==> src/rtl/keypad_pkg.sv <==
// rtl/keypad_pkg.sv - shared state encoding, constants and row helper for the keypad scanner
package keypad_pkg;

  typedef enum logic [1:0] {
    SCAN       = 2'd0,
    DEBOUNCE_P = 2'd1,
    HELD       = 2'd2,
    DEBOUNCE_R = 2'd3
  } state_t;

  localparam int ROWS = 4;
  localparam int COLS = 4;
  localparam logic [ROWS-1:0] ROWS_IDLE = 4'hF;

  // Index of the lowest row pulled low; only meaningful when rows != ROWS_IDLE.
  function automatic logic [1:0] lowest_zero(input logic [ROWS-1:0] rows);
    logic [1:0] idx;
    idx = 2'd0;
    for (int i = ROWS - 1; i >= 0; i--) begin
      if (!rows[i]) idx = 2'(i);
    end
    return idx;
  endfunction

endpackage

==> src/rtl/tick_gen.sv <==
// rtl/tick_gen.sv - free-running prescaler emitting a one-cycle tick every DIV clocks
module tick_gen #(
  parameter int DIV = 1000
) (
  input  logic clk_i,
  input  logic rst_i,
  output logic tick_o
);

  localparam int W = $clog2(DIV);

  logic [W-1:0] cnt_q, cnt_d;

  assign tick_o = (cnt_q == W'(DIV - 1));

  always_comb begin
    cnt_d = tick_o ? '0 : cnt_q + W'(1);
  end

  always_ff @(posedge clk_i or posedge rst_i) begin
    if (rst_i) cnt_q <= '0;
    else       cnt_q <= cnt_d;
  end

endmodule

==> src/rtl/keypad_scanner_4x4.sv <==
// rtl/keypad_scanner_4x4.sv - 4x4 keypad column scanner with press/release debounce
// Optional auto-repeat while held: define KEYPAD_AUTOREPEAT_EN.
module keypad_scanner_4x4
  import keypad_pkg::*;
#(
  parameter int SCAN_DIV       = 1000,
  parameter int DEBOUNCE_TICKS = 4
`ifdef KEYPAD_AUTOREPEAT_EN
  , parameter int REPEAT_TICKS = 250
`endif
) (
  input  logic            clk,
  input  logic            rst,
  input  logic [ROWS-1:0] row_in,
  output logic [COLS-1:0] col_out,
  output logic [3:0]      key_code,
  output logic            key_valid,
  output logic            key_held
);

  localparam int DW = $clog2(DEBOUNCE_TICKS + 1);

  logic            tick;
  logic [ROWS-1:0] sync1_q, rows_s;
  state_t          state_q, state_d;
  logic [1:0]      col_q, col_d;
  logic [1:0]      cand_row_q, cand_row_d;
  logic [1:0]      cand_col_q, cand_col_d;
  logic [DW-1:0]   deb_cnt_q, deb_cnt_d, deb_inc;
  logic [3:0]      key_code_q, key_code_d;
  logic            key_valid_q, key_valid_d;
  logic            key_held_q, key_held_d;
  logic            row_low, acc_fire, rel_fire;

`ifdef KEYPAD_AUTOREPEAT_EN
  localparam int RW = $clog2(REPEAT_TICKS + 1);
  logic [RW-1:0] rep_cnt_q, rep_cnt_d, rep_inc;
`endif

  tick_gen #(.DIV(SCAN_DIV)) u_tick_gen (
    .clk_i  (clk),
    .rst_i  (rst),
    .tick_o (tick)
  );

  assign col_out   = ~(COLS'(1) << col_q);
  assign key_code  = key_code_q;
  assign key_valid = key_valid_q;
  assign key_held  = key_held_q;

  always_comb begin
    state_d     = state_q;
    col_d       = col_q;
    cand_row_d  = cand_row_q;
    cand_col_d  = cand_col_q;
    deb_cnt_d   = deb_cnt_q;
    key_code_d  = key_code_q;
    key_valid_d = 1'b0;
    key_held_d  = key_held_q;
    acc_fire    = 1'b0;
    rel_fire    = 1'b0;
    row_low     = ~rows_s[cand_row_q];
    deb_inc     = deb_cnt_q + DW'(1);
`ifdef KEYPAD_AUTOREPEAT_EN
    rep_cnt_d   = rep_cnt_q;
    rep_inc     = rep_cnt_q + RW'(1);
`endif
    if (tick) begin
      unique case (state_q)
        SCAN: begin
          if (rows_s == ROWS_IDLE) begin
            col_d = col_q + 2'd1;
          end else begin
            cand_row_d = lowest_zero(rows_s);
            cand_col_d = col_q;
            deb_cnt_d  = DW'(1);
            if (DEBOUNCE_TICKS == 1) acc_fire = 1'b1;
            else                     state_d  = DEBOUNCE_P;
          end
        end
        DEBOUNCE_P: begin
          if (row_low) begin
            deb_cnt_d = deb_inc;
            if (deb_inc == DW'(DEBOUNCE_TICKS)) acc_fire = 1'b1;
          end else begin
            state_d = SCAN;
            col_d   = col_q + 2'd1;
          end
        end
        HELD: begin
          if (!row_low) begin
            deb_cnt_d = DW'(1);
            if (DEBOUNCE_TICKS == 1) rel_fire = 1'b1;
            else                     state_d  = DEBOUNCE_R;
          end
`ifdef KEYPAD_AUTOREPEAT_EN
          else if (rep_inc == RW'(REPEAT_TICKS)) begin
            rep_cnt_d   = '0;
            key_valid_d = 1'b1;
          end else begin
            rep_cnt_d = rep_inc;
          end
`endif
        end
        DEBOUNCE_R: begin
          if (!row_low) begin
            deb_cnt_d = deb_inc;
            if (deb_inc == DW'(DEBOUNCE_TICKS)) rel_fire = 1'b1;
          end else begin
            state_d = HELD;
          end
        end
      endcase
    end
    if (acc_fire) begin
      state_d     = HELD;
      key_code_d  = {cand_row_d, cand_col_d};
      key_valid_d = 1'b1;
      key_held_d  = 1'b1;
`ifdef KEYPAD_AUTOREPEAT_EN
      rep_cnt_d   = '0;
`endif
    end
    if (rel_fire) begin
      state_d    = SCAN;
      key_held_d = 1'b0;
      col_d      = col_q + 2'd1;
    end
  end

  always_ff @(posedge clk or posedge rst) begin
    if (rst) begin
      sync1_q     <= ROWS_IDLE;
      rows_s      <= ROWS_IDLE;
      state_q     <= SCAN;
      col_q       <= 2'd0;
      cand_row_q  <= 2'd0;
      cand_col_q  <= 2'd0;
      deb_cnt_q   <= '0;
      key_code_q  <= 4'd0;
      key_valid_q <= 1'b0;
      key_held_q  <= 1'b0;
    end else begin
      sync1_q     <= row_in;
      rows_s      <= sync1_q;
      state_q     <= state_d;
      col_q       <= col_d;
      cand_row_q  <= cand_row_d;
      cand_col_q  <= cand_col_d;
      deb_cnt_q   <= deb_cnt_d;
      key_code_q  <= key_code_d;
      key_valid_q <= key_valid_d;
      key_held_q  <= key_held_d;
    end
  end

`ifdef KEYPAD_AUTOREPEAT_EN
  always_ff @(posedge clk or posedge rst) begin
    if (rst) rep_cnt_q <= '0;
    else     rep_cnt_q <= rep_cnt_d;
  end
`endif

endmodule
==> config.mk <==
export PLATFORM = sky130hd
export DESIGN_NAME = keypad_scanner_4x4
export DESIGN_NICKNAME = d
export VERILOG_FILES = /design/src/rtl/keypad_pkg.sv /design/src/rtl/tick_gen.sv /design/src/rtl/keypad_scanner_4x4.sv
export SDC_FILE = /design/constraint.sdc
export NUM_CORES = 1
export LEC_CHECK = 0
export BUFFER_PORTS_ARGS = -buffer_cell sky130_fd_sc_hd__buf_2
export CAP_MARGIN = 25
export CORE_MARGIN = 2
export CORE_UTILIZATION = 41
export CTS_CLUSTER_DIAMETER = 200
export CTS_CLUSTER_SIZE = 25
export DETAILED_ROUTE_END_ITERATION = 12
export HOLD_SLACK_MARGIN = 0.12
export PLACE_DENSITY = 0.57
export SYNTH_ARGS = -nofsm -noshare
export SYNTH_HDL_FRONTEND = slang
export SYNTH_SLANG_ARGS = --single-unit
==> constraint.sdc <==
create_clock -name clk -period 5.2 [get_ports clk]
set_clock_uncertainty 0.1 [all_clocks]
set_input_delay 0 -clock clk [delete_from_list [all_inputs] [get_ports clk]]
set_output_delay 0 -clock clk [all_outputs]
set_load 0.05 [all_outputs]
; ---- Word-level counts from Yosys, hierarchy flattened
; Cells that the tools add are included.
[totals]
regBits = 35
elab_cells = 82
n_memories = 0
latchBits = 0
output_inout_bits = 10
mem_bits_ro = 0
ram_bits = 0
[classes]
n_addsub = 3
shift = 1
magnitude_cmp = 1
n_eq_ne = 16
n_mul = 0
n_div = 0
muxes = 41
bitwise = 1
n_reduce_logical = 8
[ops]
columns = cell, n
row1 = 2-to-1 mux 2 bit, 21
row2 = "!= test 4 bit, second input constant", 4
row3 = 2-to-1 mux 3 bit, 4
row4 = one-hot mux 3 bit (4 select lines), 1
row5 = 2-to-1 mux 1 bit, 11
row6 = "adder 10 x 1 -> 10 bit, second input constant", 1
row7 = "equality test 10 bit, second input constant", 1
row8 = 2-to-1 mux 10 bit, 1
row9 = AND reduction 5 bit, 2
row10 = "!= test 2 bit, second input constant", 4
row11 = one-hot mux 2 bit (4 select lines), 1
row12 = "!= test 3 bit, second input constant", 2
row13 = nonzero test 3 bit, 2
row14 = "equality test 2 bit, second input constant", 2
row15 = "equality test 4 bit, second input constant", 1
row16 = inverter 4 bit, 1
row17 = one-hot mux 2 bit (2 select lines), 1
row18 = AND reduction 4 bit, 1
row19 = nonzero test 2 bit, 2
row20 = "<< shifter 1 x 2 -> 4 bit, first input constant", 1
row21 = "adder 3 x 1 -> 3 bit, second input constant", 1
row22 = "equality test 3 bit, second input constant", 1
row23 = "less-than comparator 2 x 3 -> 1 bit, second input constant", 1
row24 = "adder 2 x 1 -> 2 bit, second input constant", 1
row25 = other kinds (3), 3

; ---- Depth between registers and ports, before layout
; Gate-level depths: netlist of run 1.
[depth]
word_depth = 8
depth_mapped = 7
ltp_nobuf = 7

; ---- Cells and area by module
; From an unflattened synthesis of run 1, not the netlist that was laid out.
[unflattened]
cells_unflattened = 133
hier_area_um2 = 1625.3
[by_module_without_submodules]
columns = mod, instances, area_each_um2, seq_area_each_um2, cells_per_inst
row1 = keypad_scanner_4x4, 1, 1118.6, 635.6, 86
row2 = tick_gen, 1, 506.7, 250.2, 47

; ---- Worst setup path after synthesis of run 1
; No wires, ideal clock.
[synth_path]
kind = flip-flop to flip-flop
from = register u_tick_gen.cnt_q[3]
to = register key_code_q[3] (netlist: key_code[3])
slack_ns = 2.959
n_path_buf = 1
t_required_ns = 4.975
arrival_time_ns = 2.016
stages_incl_launch_ff = 6
setup_ns = 0.125
synth_period_minus_slack_ns = 2.241
cell_sequence = dfrtp_1 -> or3b_4 -> or3_1 -> buf_6 -> nor4_4 -> mux2_4
[synth_via]
elab_chain_cells = 2
[synth_lines]
columns = element, line
row1 = "start, declared", tick_gen.sv:12  ; logic [W-1:0] cnt_q, cnt_d;
row2 = "start signal, assigned", tick_gen.sv:22  ; else cnt_q <= cnt_d;
row3 = equality test 10 bit (*), tick_gen.sv:14  ; assign tick_o = (cnt_q == W'(DIV - 1));
row4 = 2-to-1 mux 2 bit or 2-to-1 mux 1 bit (tied branches), keypad_scanner_4x4.sv:68  ; if (tick) begin
row5 = "end signal, assigned", keypad_scanner_4x4.sv:151  ; key_code_q <= key_code_d;
row6 = "end, declared", keypad_scanner_4x4.sv:30  ; logic [3:0] key_code_q, key_code_d;
; Mark *: on every way between the ends. The rest lies on a longest branch, timed or not.
; A chain may end at the register's enable or synchronous reset.

; ---- Worst setup path after layout of run 1
; Ends and elaborated chain as after synthesis.

==> results of run 1 <==
[final timing paths]
path,from,to,slack [ns],depth (start not counted)
max,u_tick_gen.cnt_q[3]$_DFF_PP0_,key_code[3]$_DFFE_PP0N_,2.77,4
min,rst,cand_col_q[1]$_DFF_PP0_,0.24,4
max reg2reg,u_tick_gen.cnt_q[3]$_DFF_PP0_,key_code[3]$_DFFE_PP0N_,2.77,4
min reg2reg,sync1_q[1]$_DFF_PP1_,rows_s[1]$_DFF_PP1_,0.26,0
max in group asynchronous,rst,rows_s[3]$_DFF_PP1_,4.42,4
min in group clk,sync1_q[1]$_DFF_PP1_,rows_s[1]$_DFF_PP1_,0.26,0
[Yosys cell counts]
cell type	instances	area, um^2
and2_0	1	6.260
o21ai_0	9	45.04
o221a_2	1	11.26
a211o_1	1	8.760
ha_1	7	87.58
xor2_1	2	17.52
nand3_1	9	45.04
and3_2	1	7.510
mux2i_1	3	30.03
nor4_4	1	21.27
and3_1	3	18.77
a2bb2oi_2	1	15.01
or3_1	2	12.51
mux2_4	1	15.01
nor2_1	9	33.78
a2111oi_4	1	27.53
nor3_1	4	20.02
nand2_1	13	48.80
a21oi_1	4	20.02
buf_2	1	5.000
mux2_2	2	22.52
and2_1	3	18.77
o22ai_1	1	6.260
nor4_1	1	6.260
inv_1	14	52.55
nand4_1	1	6.260
o21bai_1	1	7.510
nor3_2	2	20.02
buf_6	1	11.26
mux4_2	1	22.52
dfrtp_1	27	675.7
o21a_1	2	15.01
a22o_1	1	8.760
or3b_4	1	11.26
nand2b_1	1	6.260
buf_1	1	3.750
xnor2_1	4	35.03
dfstp_2	8	210.2
[flip-flops by register name (all words and copies together) (netlist names)]
name              cells
col_q                 2
key_held              1
u_tick_gen.cnt_q     10
cand_col_q            2
state_q               2
rows_s                4
key_valid             1
sync1_q               4
cand_row_q            2
key_code              4
deb_cnt_q             3
[cells by family after synthesis]
logic type,synth area share
AO/OA/AOI/OAI,0.1009
AND/OR/NAND/NOR,0.1728
buffers and inverters,0.04434
multiplexers,0.05504
adder cells (fa/ha/maj),0.05351
XOR/XNOR,0.03211
flip-flops,0.5413
[final cells by class]
type                    count  share of cell area
well taps                  48             0.03156
clock buffers               5             0.03616
inverters                  14             0.02761
flip-flops and latches     35              0.4655
multi-input cells          94              0.3563
repair buffers             21             0.06969
clock inverters             3             0.01315
[through the flow]
step | hold slack [ns] | std cells | util | cell area, um^2 | power, uW
after floorplan | -0.09552 | 146 | - | 1637 | 291.1
after CTS | 0.2420 | 220 | 0.5084 | 1903 | 497.3
after global routing | 0.2466 | 220 | 0.5084 | 1903 | 514.2
after global placement | 0.006655 | 207 | 0.4699 | 1759 | 295.7
final | 0.2449 | 220 | 0.5084 | 1903 | 487.2
after detailed placement | 0.008263 | 207 | 0.4699 | 1759 | 296.1
[metal layers]
| metal | GRT usage | share of wire | wire length [um] | vias to the layer above |
|---|---|---|---|---|
| met1 | 0.1618 | 0.43 | 1196 | 543 |
| met4 | 0.03827 | 0.0096 | 27 | 0 |
| met3 | 0.05000 | 0.033 | 93 | 2 |
| met5 | 0 | 0 | 0 | - |
| li1 | - | - | - | 551 |
| met2 | 0.2847 | 0.53 | 1487 | 15 |
[worst max-delay path: cells and delay by family, from the launching register on]
| kind | cells | cell delay [ns] |
|---|---|---|
| multiplexers | 1 | 0.33 |
| AND/OR/NAND/NOR | 3 | 1.43 |
| flip-flops | 1 | 0.44 |
[power by group]
part | internal, uW | switching [uW] | leakage (uW)
clock network | 95.5 | 98.2 | 0.0000443
logic | 5.46 | 7.57 | 0.000352
registers | 278 | 2.55 | 0.000447
total | 379 | 108 | 0.000843
[repair_timing]
item / CTS / global route
hold buffers: 5 / 0
setup buffers: 0 / 0
endpoints found under the hold margin: 39 / 0
==> qor.yml, run 1 <==
clock_tree:
  cts_buffers: 5
  htree_num_levels: 2
  clock_latency_ns: 0.28
  clk_path_buf_depth: 2
  cts_tree: "done"
  cts_root_buf: "clkbuf_8"
  clkSlewWorstSetupHoldPaths_ns: 0.07
  cts_resized: 0
  cts_num_sinks: 35
timing:
  setup_slack_ns: 2.773
  fmax_mhz: 412.0
  rsz0062_at_grt: "false"
  slew_headroom: 0.6102
  hold_viol: 0
  finalMaxSlewViolations: 0
  fin_setup_tns_ns: 0
  worstMarginPinSlew_ns: 0.5816
  fin_crit_ns: 2.427
  period_share: 0.4668
  setup_violations: 0
synth:
  synth_area_um2: 1637
  synth_warnings: 0
  syn_avg_cell_area_um2: 11.21
  ys_seq_elements: 35
  synthDistinctLibCells: 38
  ys_seq_area_frac: 0.5413
  synthCells: 146
  synth_nets: 159
cells_and_area:
  antenna_cells: 0
  fin_nets: 184
  register_area_um2: 885.9
  multi_input_area_um2: 678.2
  nFillCells: 374
  final_cell_mix: "27 x dfrtp_1, 15 x buf_2, 14 x inv_1"
  final_common_cell: "dfrtp_1"
  drive_gt1_frac: 0.2558
  syn2layout_area_growth_pct: 16.28
floorplanning:
  die_y_um: 67.18
  pin_count: 16
  rows: 22
  core-area_um2: 3744
  start_util: 0.4372
  dieArea_um2: 4513
  die-width_um: 67.18
critical_path:
  path_cells: "or3b_4 -> or3_1 -> nor4_4 -> mux2_4"
  cp-start-kind: "register"
  crit_type: "register to register"
  slowest_delay_ns: 0.53
  arrival_ns: 2.49
  critPathCaptureType: "register"
  slowest_stage: "or3_1"
  required_ns: 5.27
  cp_max_fo: 8
global_routing:
  grt_overflow_total: 0
  track_usage: 0.1514
  antenna_found_initial: 0
  grt_pass1_wl_um: 5002
  grt_pass1_vias: 1187
  grt_max_degree: 36
routing:
  drt-total-wl_um: 2805
  vias: 1111
  drc: 0
  drtIter0Drc: 29
  antenna_left: 0
  post_drt_wl_per_cell_um: 12.75
  dr.pass1.iters: 4
  vias_per_cell: 5.050
min_path:
  hold_class: "input pin to async pin"
placed_design:
  io_buffer_count: 15
  place.gp.congestion: 0.8180
  dp_hpwl_um: 2102
  place_ws_ns: 2.776
pwr:
  worst_ir_drop_vdd_uv: 223.5
  powerDensity_nw_per_um2: 256.0
  p_leak_uw: 0.0008429
status:
  outcome: "finished clean"
run:
  drv_cap: 0
Note: power is estimated with default switching activity, not from simulation.
==> run 2: changes to the inputs <==
- PLACE_DENSITY: 0.57 -> 0.59
- clock period: 5.2 -> 1.95 ns (I/O delays scaled with it)
==> qor.yml, run 2 (synthesis results as in run 1) <==
status:
  outcome: "finished, violations left"
  violations: "negative setup slack"
min_path:
  hold_class: "input pin to async pin"
pwr:
  worst_ir_drop_vdd_uv: 420.2  # +88%
  powerDensity_nw_per_um2: 646.8  # +150%
  p_leak_uw: 0.001003  # +19%
  p_total_uw: 1435  # +190%
timing:
  worstMarginPinSlew_ns: 0.5936  # +0.01196 ns
  fmax_mhz: 488.5  # +19%
  timing.hold.ws_ns: 0.2454  # +0.0004480 ns
  slew_headroom: 0.6043  # -0.005862
  period_share: 1.050  # +0.5829
  rsz0062_at_grt: "true"
  setup_slack_ns: -0.09693  # -2.870 ns
  finalMaxSlewViolations: 0  # unchanged
  hold_viol: 0  # unchanged
  setup_violations: 5  # +5
  fin_crit_ns: 2.047  # -0.3802 ns
critical_path:
  path_cells: "or3b_4 -> or3_4 -> buf_6 -> a211o_1 -> mux2_2"
  cp_max_fo: 4  # -4
  crit_start: "u_tick_gen.cnt_q[4]$_DFF_PP0_"
  slowest_delay_ns: 0.40  # -0.13 ns
  required_ns: 2.03  # -3.24 ns
  critPathCaptureType: "register"
  rr_worst_depth: 5  # +1
  crit_end: "col_q[1]$_DFFE_PP0P_"
  arrival_ns: 2.13  # -0.36 ns
  slowest_stage: "or3b_4"
  cp-start-kind: "register"
  ff2ff_setup_slack_ns: -0.1  # -2.87 ns
  r2r_start: "u_tick_gen.cnt_q[4]$_DFF_PP0_"
  crit_type: "register to register"
  timing.rr.end: "col_q[1]$_DFFE_PP0P_"
routing:
  post_drt_wl_per_cell_um: 13.17  # +3.3%
  dr.pass1.iters: 4  # unchanged
  vias_per_cell: 4.980  # -1.4%
  vias: 1230  # +11%
  drc: 0  # unchanged
  antenna_left: 0  # unchanged
  drt-total-wl_um: 3253  # +16%
  drtIter0Drc: 70  # +140%
global_routing:
  track_usage: 0.1751  # +0.02370
  grt_max_degree: 36  # unchanged
  grt_pass1_wl_um: 5678  # +14%
  grt_overflow_total: 0  # unchanged
  antenna_found_initial: 0  # unchanged
  grt_pass1_vias: 1256  # +5.8%
placed_design:
  dp_hpwl_um: 2310  # +9.9%
  io_buffer_count: 15  # unchanged
  place_ws_ns: -0.1991  # -2.975 ns
  place.gp.congestion: 0.7981  # -2.4%
cells_and_area:
  final_common_cell: "dfrtp_1"
  drive_gt1_frac: 0.4171  # +0.1613
  largest_reg_flops: 10  # unchanged
  fin_nets: 211  # +15%
  syn2layout_area_growth_pct: 35.55
  final_cell_mix: "27 x dfrtp_1, 22 x buf_4, 15 x buf_2"
  nFillCells: 316  # -16%
  top_register: "u_tick_gen.cnt_q"
  antenna_cells: 0  # unchanged
clock_tree:
  cts_num_sinks: 35  # unchanged
  clkSlewWorstSetupHoldPaths_ns: 0.07  # about the same
  htree_num_levels: 2  # unchanged
  cts_buffers: 5  # unchanged
  cts_tree: "done"
  clk_path_buf_depth: 2  # unchanged
  clock_latency_ns: 0.29  # about the same
  cts_root_buf: "clkbuf_8"
floorplanning:
  start_util: 0.4372  # unchanged
  core-area_um2: 3744  # unchanged
  dieArea_um2: 4513  # unchanged
  rows: 22  # unchanged
  die-width_um: 67.18  # unchanged
  die_y_um: 67.18  # unchanged
  pin_count: 16  # unchanged
run:
  drv_cap: 0  # unchanged
run 2: cell count changes in the layout (fill, tap and decap cells not counted), moves of 2 or more:
cell | before | now
nand3_1 | 9 | 5
buf_4 | 1 | 22
nor3_1 | 4 | 2
o21ai_0 | 9 | 5
o21ai_2 | 0 | 3
nor3_4 | 0 | 2
nand3_2 | 0 | 4
buf_6 | 0 | 6
run 2: final cells by class:
class | count | area (um^2) | area share
Sequential cell | 35 | 885.9 | 0.3993
Multi-Input combinational cell | 94 | 749.5 | 0.3378
Timing Repair Buffer | 48 | 357.8 | 0.1613
Clock buffer | 5 | 68.82 | 0.03102
Tap cell | 48 | 60.06 | 0.02707
Inverter | 14 | 52.55 | 0.02369
Clock inverter | 3 | 43.79 | 0.01974
run 2: how the worst min path moves through the flow:
stage	startpoint	to	slack, ns	cells past startpoint
floorplan	row_in[0]	sync1_q[0]$_DFF_PP1_	-0.1	0
global placement	rst	cand_row_q[0]$_DFF_PP0_	0.009	3
detailed placement	row_in[3]	sync1_q[3]$_DFF_PP1_	0.008	1
CTS	row_in[3]	sync1_q[3]$_DFF_PP1_	0.23	2
global route	row_in[0]	sync1_q[0]$_DFF_PP1_	0.24	2
finish	rst	cand_row_q[0]$_DFF_PP0_	0.25	4
run 2: metal layers:
metal  track usage  part of all wire  up-vias
met5             0                 0        -
met4       0.06888             0.018        0
met3       0.05500             0.036        6
met2        0.3007              0.52       21
met1        0.2035              0.43      602
li1              -                 -      601
run 2: metrics by stage:
stage,utilization,cell area [um^2],cells,TNS (ns)
6_report,0.5926,2218,247,-0.3028
3_3_place_gp,0.5211,1951,231,-0.9019
2_1_floorplan,-,1648,146,-0.5734
3_5_place_dp,0.5211,1951,231,-1.165
4_1_cts,0.5792,2168,247,-0.3748
5_1_grt,0.5926,2218,247,-0.7695
run 2: where the power goes:
group          switching [uW]  internal [uW]
clock                     265            380
sequential               4.26            741
combinational            25.0           19.6
run 2: worst max-delay path, delay by kind of cell (launching register included):
| family | cells | cell delay, ns |
|---|---|---|
| compound gates | 1 | 0.25 |
| buf+inv | 1 | 0.13 |
| flops | 1 | 0.38 |
| mux | 1 | 0.28 |
| simple gates | 2 | 0.79 |
run 2: repair_timing:
action / CTS / global route
gates cloned: 0 / 0
pin swaps: 4 / 2
buffers inserted: 3 / 0
gates resized for setup: 7 / 15
hold buffers: 5 / 0
setup endpoints to repair: 10 / 14
hold endpoints to repair: 39 / 0
==> run 3: changes to the inputs <==
- RECOVER_POWER: unset -> 25
- SLEW_MARGIN: unset -> 10
==> qor.yml, run 3 (synthesis results as in run 1) <==
critical_path:
  cp_num_buf_inv: 1  # unchanged
  cp-start-kind: "register"
  slowest_delay_ns: 0.40  # about the same
  cpLargestDelayFamily: "simple AND/OR/NAND/NOR gates"
  path_cells: "or3b_4 -> or3_4 -> buf_6 -> a211o_1 -> mux2_2"
  slowest_stage: "or3b_4"
  cp_max_fo: 4  # unchanged
  required_ns: 2.03  # about the same
  crit_type: "register to register"
  critPathCaptureType: "register"
  arrival_ns: 2.13  # about the same
global_routing:
  grt_util_met3: 0.05500  # unchanged
  grt_overflow_total: 0  # unchanged
  track_usage: 0.1751  # unchanged
  grt_pass1_vias: 1256  # unchanged
  grt_max_degree: 36  # unchanged
  grt_pass1_wl_um: 5678  # unchanged
  met1_usage: 0.2035  # unchanged
  antenna_found_initial: 0  # unchanged
  grt_use_met2: 0.3007  # unchanged
  grt_busiest_layer: "met2"
min_path:
  hold_class: "input pin to register"
pwr:
  powerDensity_nw_per_um2: 647.3  # about the same
  p_leak_uw: 0.001003  # about the same
  worst_ir_drop_vdd_uv: 420.2  # about the same
clock_tree:
  clkSlewWorstSetupHoldPaths_ns: 0.07  # about the same
  cts_buffers: 5  # unchanged
  htree_num_levels: 2  # unchanged
  clock_latency_ns: 0.29  # about the same
  cts_tree: "done"
  cts_root_buf: "clkbuf_8"
  cts_num_sinks: 35  # unchanged
  clk_path_buf_depth: 2  # unchanged
floorplanning:
  start_util: 0.4372  # unchanged
  dieArea_um2: 4513  # unchanged
  pin_count: 16  # unchanged
  die_y_um: 67.18  # unchanged
  rows: 22  # unchanged
  core-area_um2: 3744  # unchanged
  die-width_um: 67.18  # unchanged
cells_and_area:
  register_area_um2: 885.9  # unchanged
  final_common_cell: "dfrtp_1"
  multi_input_area_um2: 749.5  # unchanged
  top_register: "u_tick_gen.cnt_q"
  drive_gt1_frac: 0.4171  # unchanged
  final_cell_mix: "27 x dfrtp_1, 21 x buf_4, 15 x buf_2"
  fin_nets: 211  # unchanged
  final_cells: 247  # unchanged
  largest_reg_flops: 10  # unchanged
  syn2layout_area_growth_pct: 35.40
  antenna_cells: 0  # unchanged
  nFillCells: 317  # +0.32%
status:
  outcome: "finished, violations left"
  violations: "negative setup slack"
routing:
  vias: 1230  # unchanged
  post_drt_wl_per_cell_um: 13.17  # unchanged
  antenna_left: 0  # unchanged
  drc: 0  # unchanged
  vias_per_cell: 4.980  # unchanged
  dr.pass1.iters: 4  # unchanged
  drt-total-wl_um: 3253  # unchanged
  drtIter0Drc: 70  # unchanged
timing:
  period_share: 1.050  # unchanged
  finalMaxSlewViolations: 0  # unchanged
  hold_viol: 0  # unchanged
  fin_setup_tns_ns: -0.3028  # unchanged
  fmax_mhz: 488.5  # unchanged
  slew_headroom: 0.4360  # -0.1683
  rsz0062_at_grt: "true"
  setup_violations: 5  # unchanged
  worstMarginPinSlew_ns: 0.8460  # +0.2525 ns
  fin_crit_ns: 2.047  # unchanged
  setup_slack_ns: -0.09693  # unchanged
placed_design:
  dp_hpwl_um: 2310  # unchanged
  dp.cells: 231  # unchanged
  place.gp.congestion: 0.7981  # unchanged
  io_buffer_count: 15  # unchanged
run:
  drv_cap: 0  # unchanged
[run 3: cell count changes in the layout (fill, tap and decap cells not counted), sizes merged]
cell	previous run	this run
clkbuf	5	6
buf	43	42
[run 3: path summary, 6_finish.rpt]
| kind | depth (start not counted) | slack, ns | from | to |
|---|---|---|---|---|
| worst max-delay path | 5 | -0.1 | u_tick_gen.cnt_q[4]$_DFF_PP0_ | col_q[1]$_DFFE_PP0P_ |
| worst min-delay path | 2 | 0.25 | row_in[1] | sync1_q[1]$_DFF_PP1_ |
| worst min register to register | 0 | 0.26 | sync1_q[0]$_DFF_PP1_ | rows_s[0]$_DFF_PP1_ |
| worst max register to register | 5 | -0.1 | u_tick_gen.cnt_q[4]$_DFF_PP0_ | col_q[1]$_DFFE_PP0P_ |
| min in group asynchronous | 4 | 0.40 | rst | cand_row_q[0]$_DFF_PP0_ |
| max in group asynchronous | 4 | 0.82 | rst | deb_cnt_q[2]$_DFFE_PP0P_ |
[run 3: layout make-up]
cell class / instances / share of cell area
Clock buffer: 5 / 0.03106
Clock inverter: 3 / 0.01976
Inverter: 14 / 0.02372
Multi-Input combinational cell: 94 / 0.3382
Sequential cell: 35 / 0.3998
Tap cell: 48 / 0.02710
Timing Repair Buffer: 48 / 0.1604
[run 3: power breakdown]
part,internal (uW),switching (uW),total [uW]
clock,380,265,645
sequential,741,4.26,745
combinational,18.9,25.0,43.9
total,1140,294,1430
[run 3: through the flow]
stage                     worst slack [ns]    util  area [um^2]  hold WS (ns)  power [uW]
after floorplan                    -0.2626       -         1648      -0.09552       776.6
after detailed placement           -0.1991  0.5211         1951      0.007562       794.8
final                             -0.09693  0.5919         2216        0.2534        1434
after global routing               -0.1570  0.5919         2216        0.2448        1501
after global placement             -0.1672  0.5211         1951      0.008652       793.5
after CTS                         -0.09879  0.5792         2168        0.2338        1466
[run 3: per-layer routing]
metal  share of wire  wire [um]  vias to the layer above
met1            0.43       1399                      602
met4           0.018         57                        0
met2            0.52       1680                       21
met5               0          0                        -
met3           0.036        116                        6
li1                -          -                      601
[run 3: timing repair]
| action | CTS | global route |
|---|---|---|
| hold buffers | 5 | 0 |
| buffers inserted | 3 | 0 |
| pin swaps | 4 | 2 |
| endpoints found under the setup margin | 10 | 14 |
| gates resized for setup | 7 | 15 |
| endpoints found under the hold margin | 39 | 0 |
